[src/rtl/akiko_c2p_sequencer.sv]
// ----------------------------------------------------------------------------
// akiko_c2p_sequencer
//
// Shares the Akiko C2P register ($B80038) between the CPU and an autonomous
// chunky-to-planar conversion engine. While idle, CPU accesses pass straight
// through to the C2P unit. Once a job starts, the engine owns the unit and
// processes one block at a time. For each 128-bit block it does the following:
//   - It pulls 8 chunky words from the source stream and writes them to the unit.
//   - It then reads 16 planar words back and pushes them to the destination stream.
// While the job runs, the CPU is held off with cpu_wait. This keeps the unit's
// write pointer from being corrupted mid-block.
//
// Parameters
//   LEN_W        width of job_len / block counter
//
// Ports
//   clk, reset   system clock; synchronous active-high reset
//   cpu_sel_c2p  CPU access strobe to $B80038; cpu_rd selects read/write
//   cpu_data_in  CPU write data
//   cpu_wait     CPU access refused this cycle (engine owns the unit)
//   start        job start pulse, honoured only when idle
//   job_len      number of 128-bit blocks, sampled with start
//   busy         engine not idle
//   done         one-cycle pulse at job completion
//   src_*        chunky word stream in (valid/ready)
//   dst_*        planar word stream out (registered valid/data, ready in)
//   c2p_sel      select to the C2P unit; c2p_rd 1=read (shifts), 0=write
//   c2p_wdata    write data to the unit
//   c2p_rdata    combinational read data from the unit
//
// Configuration
//   AKIKO_C2P_DONE_IRQ_EN  adds irq (sticky completion flag) and irq_ack.
// ----------------------------------------------------------------------------
module akiko_c2p_sequencer #(
    parameter int LEN_W = 16
) (
    input  logic             clk,
    input  logic             reset,
    input  logic             cpu_sel_c2p,
    input  logic             cpu_rd,
    input  logic [15:0]      cpu_data_in,
    output logic             cpu_wait,
    input  logic             start,
    input  logic [LEN_W-1:0] job_len,
    output logic             busy,
    output logic             done,
    input  logic             src_valid,
    input  logic [15:0]      src_data,
    output logic             src_ready,
    output logic             dst_valid,
    output logic [15:0]      dst_data,
    input  logic             dst_ready,
    output logic             c2p_sel,
    output logic             c2p_rd,
    output logic [15:0]      c2p_wdata,
    input  logic [15:0]      c2p_rdata
`ifdef AKIKO_C2P_DONE_IRQ_EN
    ,
    output logic             irq,
    input  logic             irq_ack
`endif
);

    localparam logic [2:0] ST_IDLE  = 3'd0;
    localparam logic [2:0] ST_SYNC  = 3'd1;
    localparam logic [2:0] ST_LOAD  = 3'd2;
    localparam logic [2:0] ST_DRAIN = 3'd3;
    localparam logic [2:0] ST_FLUSH = 3'd4;

    logic [2:0]       state;
    logic [LEN_W-1:0] blocks_left;
    logic [2:0]       wcnt;
    logic [3:0]       rcnt;
    logic             rd_fire;

    assign busy = (state != ST_IDLE);

    // NOTE: every output gets a default before the case, so no path leaves a
    // signal unassigned and no latch is inferred.
    always_comb begin
        c2p_sel   = 1'b0;
        c2p_rd    = 1'b0;
        c2p_wdata = 16'h0000;
        src_ready = 1'b0;
        cpu_wait  = 1'b0;
        rd_fire   = 1'b0;
        case (state)
            ST_IDLE: begin
                c2p_sel   = cpu_sel_c2p;
                c2p_rd    = cpu_rd;
                c2p_wdata = cpu_data_in;
            end
            ST_SYNC: begin
                // Dummy read: resets any partial write pointer left by the CPU.
                c2p_sel = 1'b1;
                c2p_rd  = 1'b1;
            end
            ST_LOAD: begin
                if (src_valid) begin
                    c2p_sel   = 1'b1;
                    c2p_wdata = src_data;
                    src_ready = 1'b1;
                end
            end
            ST_DRAIN: begin
                // Read only when the output register is free or emptying now.
                rd_fire = !dst_valid || dst_ready;
                c2p_sel = rd_fire;
                c2p_rd  = rd_fire;
            end
            default: ;
        endcase
        // Outside IDLE, CPU strobes are refused, never forwarded.
        if (state != ST_IDLE)
            cpu_wait = cpu_sel_c2p;
    end

    // NOTE: sequential state uses non-blocking assignments so every register
    // samples the pre-edge values, independent of statement order.
    always_ff @(posedge clk) begin
        if (reset) begin
            state       <= ST_IDLE;
            blocks_left <= '0;
            wcnt        <= 3'd0;
            rcnt        <= 4'd0;
            dst_valid   <= 1'b0;
            dst_data    <= 16'h0000;
            done        <= 1'b0;
        end else begin
            done <= 1'b0;

            if (rd_fire) begin
                dst_data  <= c2p_rdata;
                dst_valid <= 1'b1;
            end else begin
                dst_valid <= dst_valid & ~dst_ready;
            end

            case (state)
                ST_IDLE: begin
                    if (start) begin
                        if (job_len != '0) begin
                            blocks_left <= job_len;
                            state       <= ST_SYNC;
                        end else begin
                            done <= 1'b1;
                        end
                    end
                end
                ST_SYNC: begin
                    wcnt  <= 3'd0;
                    state <= ST_LOAD;
                end
                ST_LOAD: begin
                    if (src_valid) begin
                        wcnt <= wcnt + 3'd1;
                        if (wcnt == 3'd7) begin
                            rcnt  <= 4'd0;
                            state <= ST_DRAIN;
                        end
                    end
                end
                ST_DRAIN: begin
                    if (rd_fire) begin
                        rcnt <= rcnt + 4'd1;
                        if (rcnt == 4'd15) begin
                            // The 16 reads already reset the unit's write pointer.
                            blocks_left <= blocks_left - LEN_W'(1);
                            wcnt        <= 3'd0;
                            state       <= (blocks_left == LEN_W'(1)) ? ST_FLUSH : ST_LOAD;
                        end
                    end
                end
                ST_FLUSH: begin
                    if (!dst_valid || dst_ready) begin
                        done  <= 1'b1;
                        state <= ST_IDLE;
                    end
                end
                default: state <= ST_IDLE;
            endcase
        end
    end

`ifdef AKIKO_C2P_DONE_IRQ_EN
    // Sticky completion flag. The done cycle has priority over a coincident
    // ack, so an ack that races completion cannot lose the interrupt.
    always_ff @(posedge clk) begin
        if (reset)
            irq <= 1'b0;
        else if (done)
            irq <= 1'b1;
        else if (irq_ack)
            irq <= 1'b0;
    end
`endif

endmodule

[config.mk]
export PLATFORM = sky130hd
export DESIGN_NAME = akiko_c2p_sequencer
export DESIGN_NICKNAME = d
export VERILOG_FILES = /design/src/rtl/akiko_c2p_sequencer.sv
export SDC_FILE = /design/constraint.sdc
export NUM_CORES = 1
export LEC_CHECK = 0
export CORE_ASPECT_RATIO = 1.4
export CORE_MARGIN = 2
export CORE_UTILIZATION = 50
export CTS_CLUSTER_SIZE = 10
export DETAILED_ROUTE_END_ITERATION = 10
export DONT_BUFFER_PORTS = 1
export MAX_ROUTING_LAYER = met4
export PLACE_DENSITY = 0.68
export SETUP_SLACK_MARGIN = 0.05
export SYNTH_ARGS = -nofsm -noshare
export SYNTH_HDL_FRONTEND = slang
export SYNTH_SLANG_ARGS = --single-unit
[constraint.sdc]
create_clock -name clk -period 1.7 [get_ports clk]
set_input_delay 0.255 -clock clk [delete_from_list [all_inputs] [get_ports clk]]
set_output_delay 0.255 -clock clk [all_outputs]
set_load 0.02 [all_outputs]
=== Word level (Yosys, flattened, before mapping) ===
Cells that the tools add are included.

* Add/subtract/negate cells: 3
* Equal/unequal tests: 14
* Multiplexer cells: 35
* Bitwise gates (word level): 2
* Reduce and logical (&&, ||, !) cells: 12

{| class="wikitable"
|+ Operator list
! kind !! count
|-
| 16-bit two-way mux || 5
|-
| 16-bit one-hot mux with 2 select lines || 2
|-
| 3-bit two-way mux || 11
|-
| 16-bit by 1-bit == test with 1-bit output, second input constant || 1
|-
| 16-bit nonzero test || 1
|-
| 16-bit by 1-bit subtractor with 16-bit output, second input constant || 1
|-
| 3-bit one-hot mux with 5 select lines || 1
|-
| 2-bit != test, second input constant || 7
|-
| 4-bit two-way mux || 3
|-
| 3-bit one-hot mux with 3 select lines || 1
|-
| 1-bit two-way mux || 8
|-
| 4-bit one-hot mux with 2 select lines || 1
|-
| 4-bit AND reduction || 2
|-
| 7-bit AND reduction || 1
|-
| 3-bit by 2-bit == test with 1-bit output, second input constant || 2
|-
| 3-bit == test, second input constant || 2
|-
| 3-bit nonzero test || 2
|-
| 5-bit AND reduction || 1
|-
| 4-bit by 1-bit adder with 4-bit output, second input constant || 1
|-
| 4-bit == test, second input constant || 1
|-
| 1-bit one-hot mux with 4 select lines || 1
|-
| 2-bit nonzero test || 2
|-
| 3-bit by 1-bit adder with 3-bit output, second input constant || 1
|-
| 3-bit by 1-bit == test with 1-bit output, second input constant || 1
|-
| 7 further kinds || 7
|}

* Register bits after elaboration: 44
* Input port bits: 71
* Logic and storage cells: 73

=== Logic depth before layout (Yosys ltp) ===
* Word-level depth: 5
* Gate-level depth with buffers: 7
* Depth with buffers taken out: 7

=== Least setup slack after synthesis ===
No wires, ideal clock.

* Path type: register to output
* From: register state[2]
* To: output c2p_wdata[0]
* Arrival time: 1.641 ns
* Required time: 1.445 ns
* Slack: -0.196 ns
* Cell stages (with the launch flop): 5
* Buffers on the path: 1
* Cell sequence: dfxtp_1 nand2b_1 nor3b_2 clkbuf_1 a22o_1

* Longest elaborated chain between the ends: 2
* Elaborated cells between the ends (all ways): 3
* Those cells by class: eq/ne (1); mux (1); reduce/logical (1)

{| class="wikitable"
|+ Ends and longest elaborated chain
! element !! RTL line !! source
|-
| from (decl) || 70 || <nowiki>logic [2:0] state;</nowiki>
|-
| from (signal assigned) || 170 || <nowiki>state <= (blocks_left == LEN_W'(1)) ? ST_FLUSH : ST_LOAD;</nowiki>
|-
| 3-bit by 2-bit == test with 1-bit output / 3-bit logical NOT (equally long branches) || 87 || <nowiki>case (state)</nowiki>
|-
| 16-bit one-hot mux with 2 select lines * || 87 ||
|-
| to (decl) || 55 || <nowiki>output logic [15:0] c2p_wdata,</nowiki>
|}

Every way passes the cells marked *; elsewhere a longest branch is shown, timed or not.

=== Worst setup path in the final report ===
* From: register blocks_left[7]
* To: register blocks_left[14]

* Longest elaborated chain between the ends: 4

{| class="wikitable"
|+ Ends and longest elaborated chain
! element !! RTL line !! source
|-
| from (decl) || 71 || <nowiki>logic [LEN_W-1:0] blocks_left;</nowiki>
|-
| from (signal assigned) || 143 || <nowiki>blocks_left <= job_len;</nowiki>
|-
| from (signal assigned) || 168 || <nowiki>blocks_left <= blocks_left - LEN_W'(1);</nowiki>
|-
| 16-bit by 1-bit subtractor with 16-bit output || 168 ||
|-
| 16-bit two-way mux || 166 || <nowiki>if (rcnt == 4'd15) begin</nowiki>
|-
| 16-bit two-way mux || 164 || <nowiki>if (rd_fire) begin</nowiki>
|-
| 16-bit one-hot mux with 2 select lines || 139 || <nowiki>case (state)</nowiki>
|}

No other way between the ends. The select of a mux whose other input is x is not followed.
A chain may end at the register's enable or synchronous reset.

==> flow_summary.ini <==
[detailed_routing]
vias = 2627
avgRoutedWirePerCell_um = 18.1
via_per_inst = 6.05
drtAntennaViolNets = 0
drtPass1Iterations = 5
drc = 0
drtIter0Drc = 141
wl_um = 7840

[sta]
rsz0062_at_grt = true
fin_skew_ns = 0.00300
drv_slew = 0
fin_tns_setup_ns = -1.16
setup-violations-final = 20
hold_slack_ns = 0.0155
tightest_slew_ns = 0.375
max_freq_mhz = 560
setup_ws_ns = -0.0854
slew-limit-headroom_pct = 74.7
min_period_ns = 1.79
hold_viol = 0
post-route-period-util_pct = 105

[final_layout]
drive_above_1_share_pct = 36.2
final_cell_mix = 66 x nand2_1, 46 x buf_4, 38 x a21oi_1
syn_to_final_growth_pct = 44.4
layout.nets = 446
final_common_cell = nand2_1
fillCellCount = 383
antenna_cells = 0

[die]
die_area_um2 = 5490
start_util_pct = 51.1
coreArea_um2 = 4800
rows = 30
die_height_um = 86.9
die_x_um = 63.2
io_pins = 110

[power_and_ir_drop]
power_leakage_nw = 1.38
ir_drop_v = 0.000791
powerDensity_nw_per_um2 = 1080

[clocking]
clk_latency_ns = 0.29
clock-root-buffer = clkbuf_8
clock_path_buffers = 2
cts_max_level = 2
cts_tree = done
cts_num_sinks = 44
cts_buffers = 5
ctsHoldBuffers = 0
path_clk_slew_ns = 0.08

[critical_path]
crit_start = blocks_left[7]
crit_required_ns = 1.89
cp_max_fo = 4
ff2ff_setup_slack_ns = -0.09
cp_slowest_cell = or4_4
timing.rr.end = blocks_left[14]
critPathMaxStageDelay_ns = 0.52
start_kind = flop
crit_chain = or4_4 -> or3_4 -> o31a_1 -> o21ai_1 -> a21oi_1
cp-end-kind = flop
critical_path_class = flop to flop
critPathArrivalTime_ns = 1.98
worstSetupEndpoint = blocks_left[14]
reg2reg_from = blocks_left[7]
rr_worst_depth = 5

[global_route]
antenna_found_initial = 0
grt_overflow = 0
grt_max_degree = 43
grt_use_total_pct = 27.8
grt_pass1_wl_um = 11800
grt_pass1_vias = 2533

[logic_synthesis]
synth_edf_count = 0
synth_ff_type = dfxtp_1
ys_warn_count = 0
avgSynthCellArea_um2 = 7.64
ys_seq_area_share_pct = 35.9
ys_ff_latch = 44
async_flop_share_pct = 0
syn-num-nets = 397
ys_types = 52
syn_area_um2 = 2450
syn_inst = 321

[placed_design]
dp_hpwl_um = 5020
io_buffers = 0
place.gp.congestion = 0.885
dp_slack_ns = -0.0792

[hold_path]
min_path_type = input pin to flop

[outcome]
status = finished with violations
violations = setup timing

[run]
cap_violations = 0
## area by class of cell
type                       count  area (um2)  area share (%)
multi-input combinational    252        1790            50.6
inverter                       5        21.3           0.600
tap                           64        80.1            2.26
clock inverter                 2        60.1            1.69
clock buffer                   5        68.8            1.94
timing repair buffer          62         629            17.8
sequential                    44         891            25.1
## critical path, delay by kind of cell (launching register included)
| family | cells | cell delay (ns) |
|---|---|---|
| compound gates | 3 | 0.44 |
| simple gates | 2 | 0.89 |
| flops | 1 | 0.35 |
## logic make-up (layout without fill, tap and decap cells)
group           Yosys count  in the layout  synth area share [%]
fa+ha+maj                 5              5                  2.55
compound gates          107            107                  29.5
buf+inv                  25             74                  4.23
flops                    44             44                  35.9
simple gates            139            139                  27.4
xor+xnor                  1              1                 0.357
## cell usage after synthesis, drive strengths merged (4+ instances only)
cell type	instances	area [um2]
nand3	9	45.0
o41ai	5	51.3
nand3b	4	30.0
buf	7	36.3
a22o	17	149
or3	4	30.0
nand2	69	259
clkbuf	13	48.8
nor3	7	40.0
dfxtp	44	881
ha	5	62.6
nor4	7	43.8
inv	5	18.8
o21ai	20	100
nand2b	5	31.3
a21oi	41	205
nor2	18	70.1
## worst min path at each step
stage / to / from / slack, ns / depth (start not counted)
2_1_floorplan: dst_data[0] / c2p_rdata[0] / 0.39 / 2
3_5_place_dp: blocks_left[7] / reset / 0.32 / 1
3_3_place_gp: blocks_left[7] / reset / 0.32 / 1
6_report: blocks_left[9] / reset / 0.02 / 1
4_1_cts: blocks_left[7] / reset / 0.007 / 1
5_1_grt: blocks_left[0] / reset / 0.005 / 1
## where the power goes
| group | switching [mW] | leakage (nW) | internal, mW |
|---|---|---|---|
| Combinational | 0.842 | 0.958 | 0.857 |
| Clock | 0.358 | 0.0642 | 0.578 |
| Sequential | 0.0834 | 0.361 | 1.11 |
| Total | 1.28 | 1.38 | 2.54 |
## layer usage
metal  vias to the layer above  track usage (%)  part of all wire, %
met5                         -                -                    0
met4                         0             10.7                  2.0
met2                       108             51.6                   55
met3                        11             5.05                  6.3
li1                       1262                -                    -
met1                      1246             29.2                   37
## flip-flops by register name, summed over array words and instances (netlist names)
signal,cells
dst_valid,1
dst_data,16
blocks_left,16
done,1
state,3
wcnt,3
rcnt,4
## what timing repair did
action	in CTS	in global routing
gates cloned	3	1
pin swaps	9	16
endpoints found under the setup margin	28	45
gates resized for setup	36	44
setup buffers	8	2
## metrics by stage
stage / cells / power, mW / area, um2 / utilization, %
2_1_floorplan: 321 / 2.01 / 2480 / -
3_3_place_gp: 414 / 2.38 / 2880 / 59.9
3_5_place_dp: 414 / 2.40 / 2880 / 59.9
4_1_cts: 432 / 3.67 / 3360 / 69.9
5_1_grt: 434 / 3.99 / 3540 / 73.8
6_report: 434 / 3.83 / 3540 / 73.8
(Power assumes the default switching activity.)
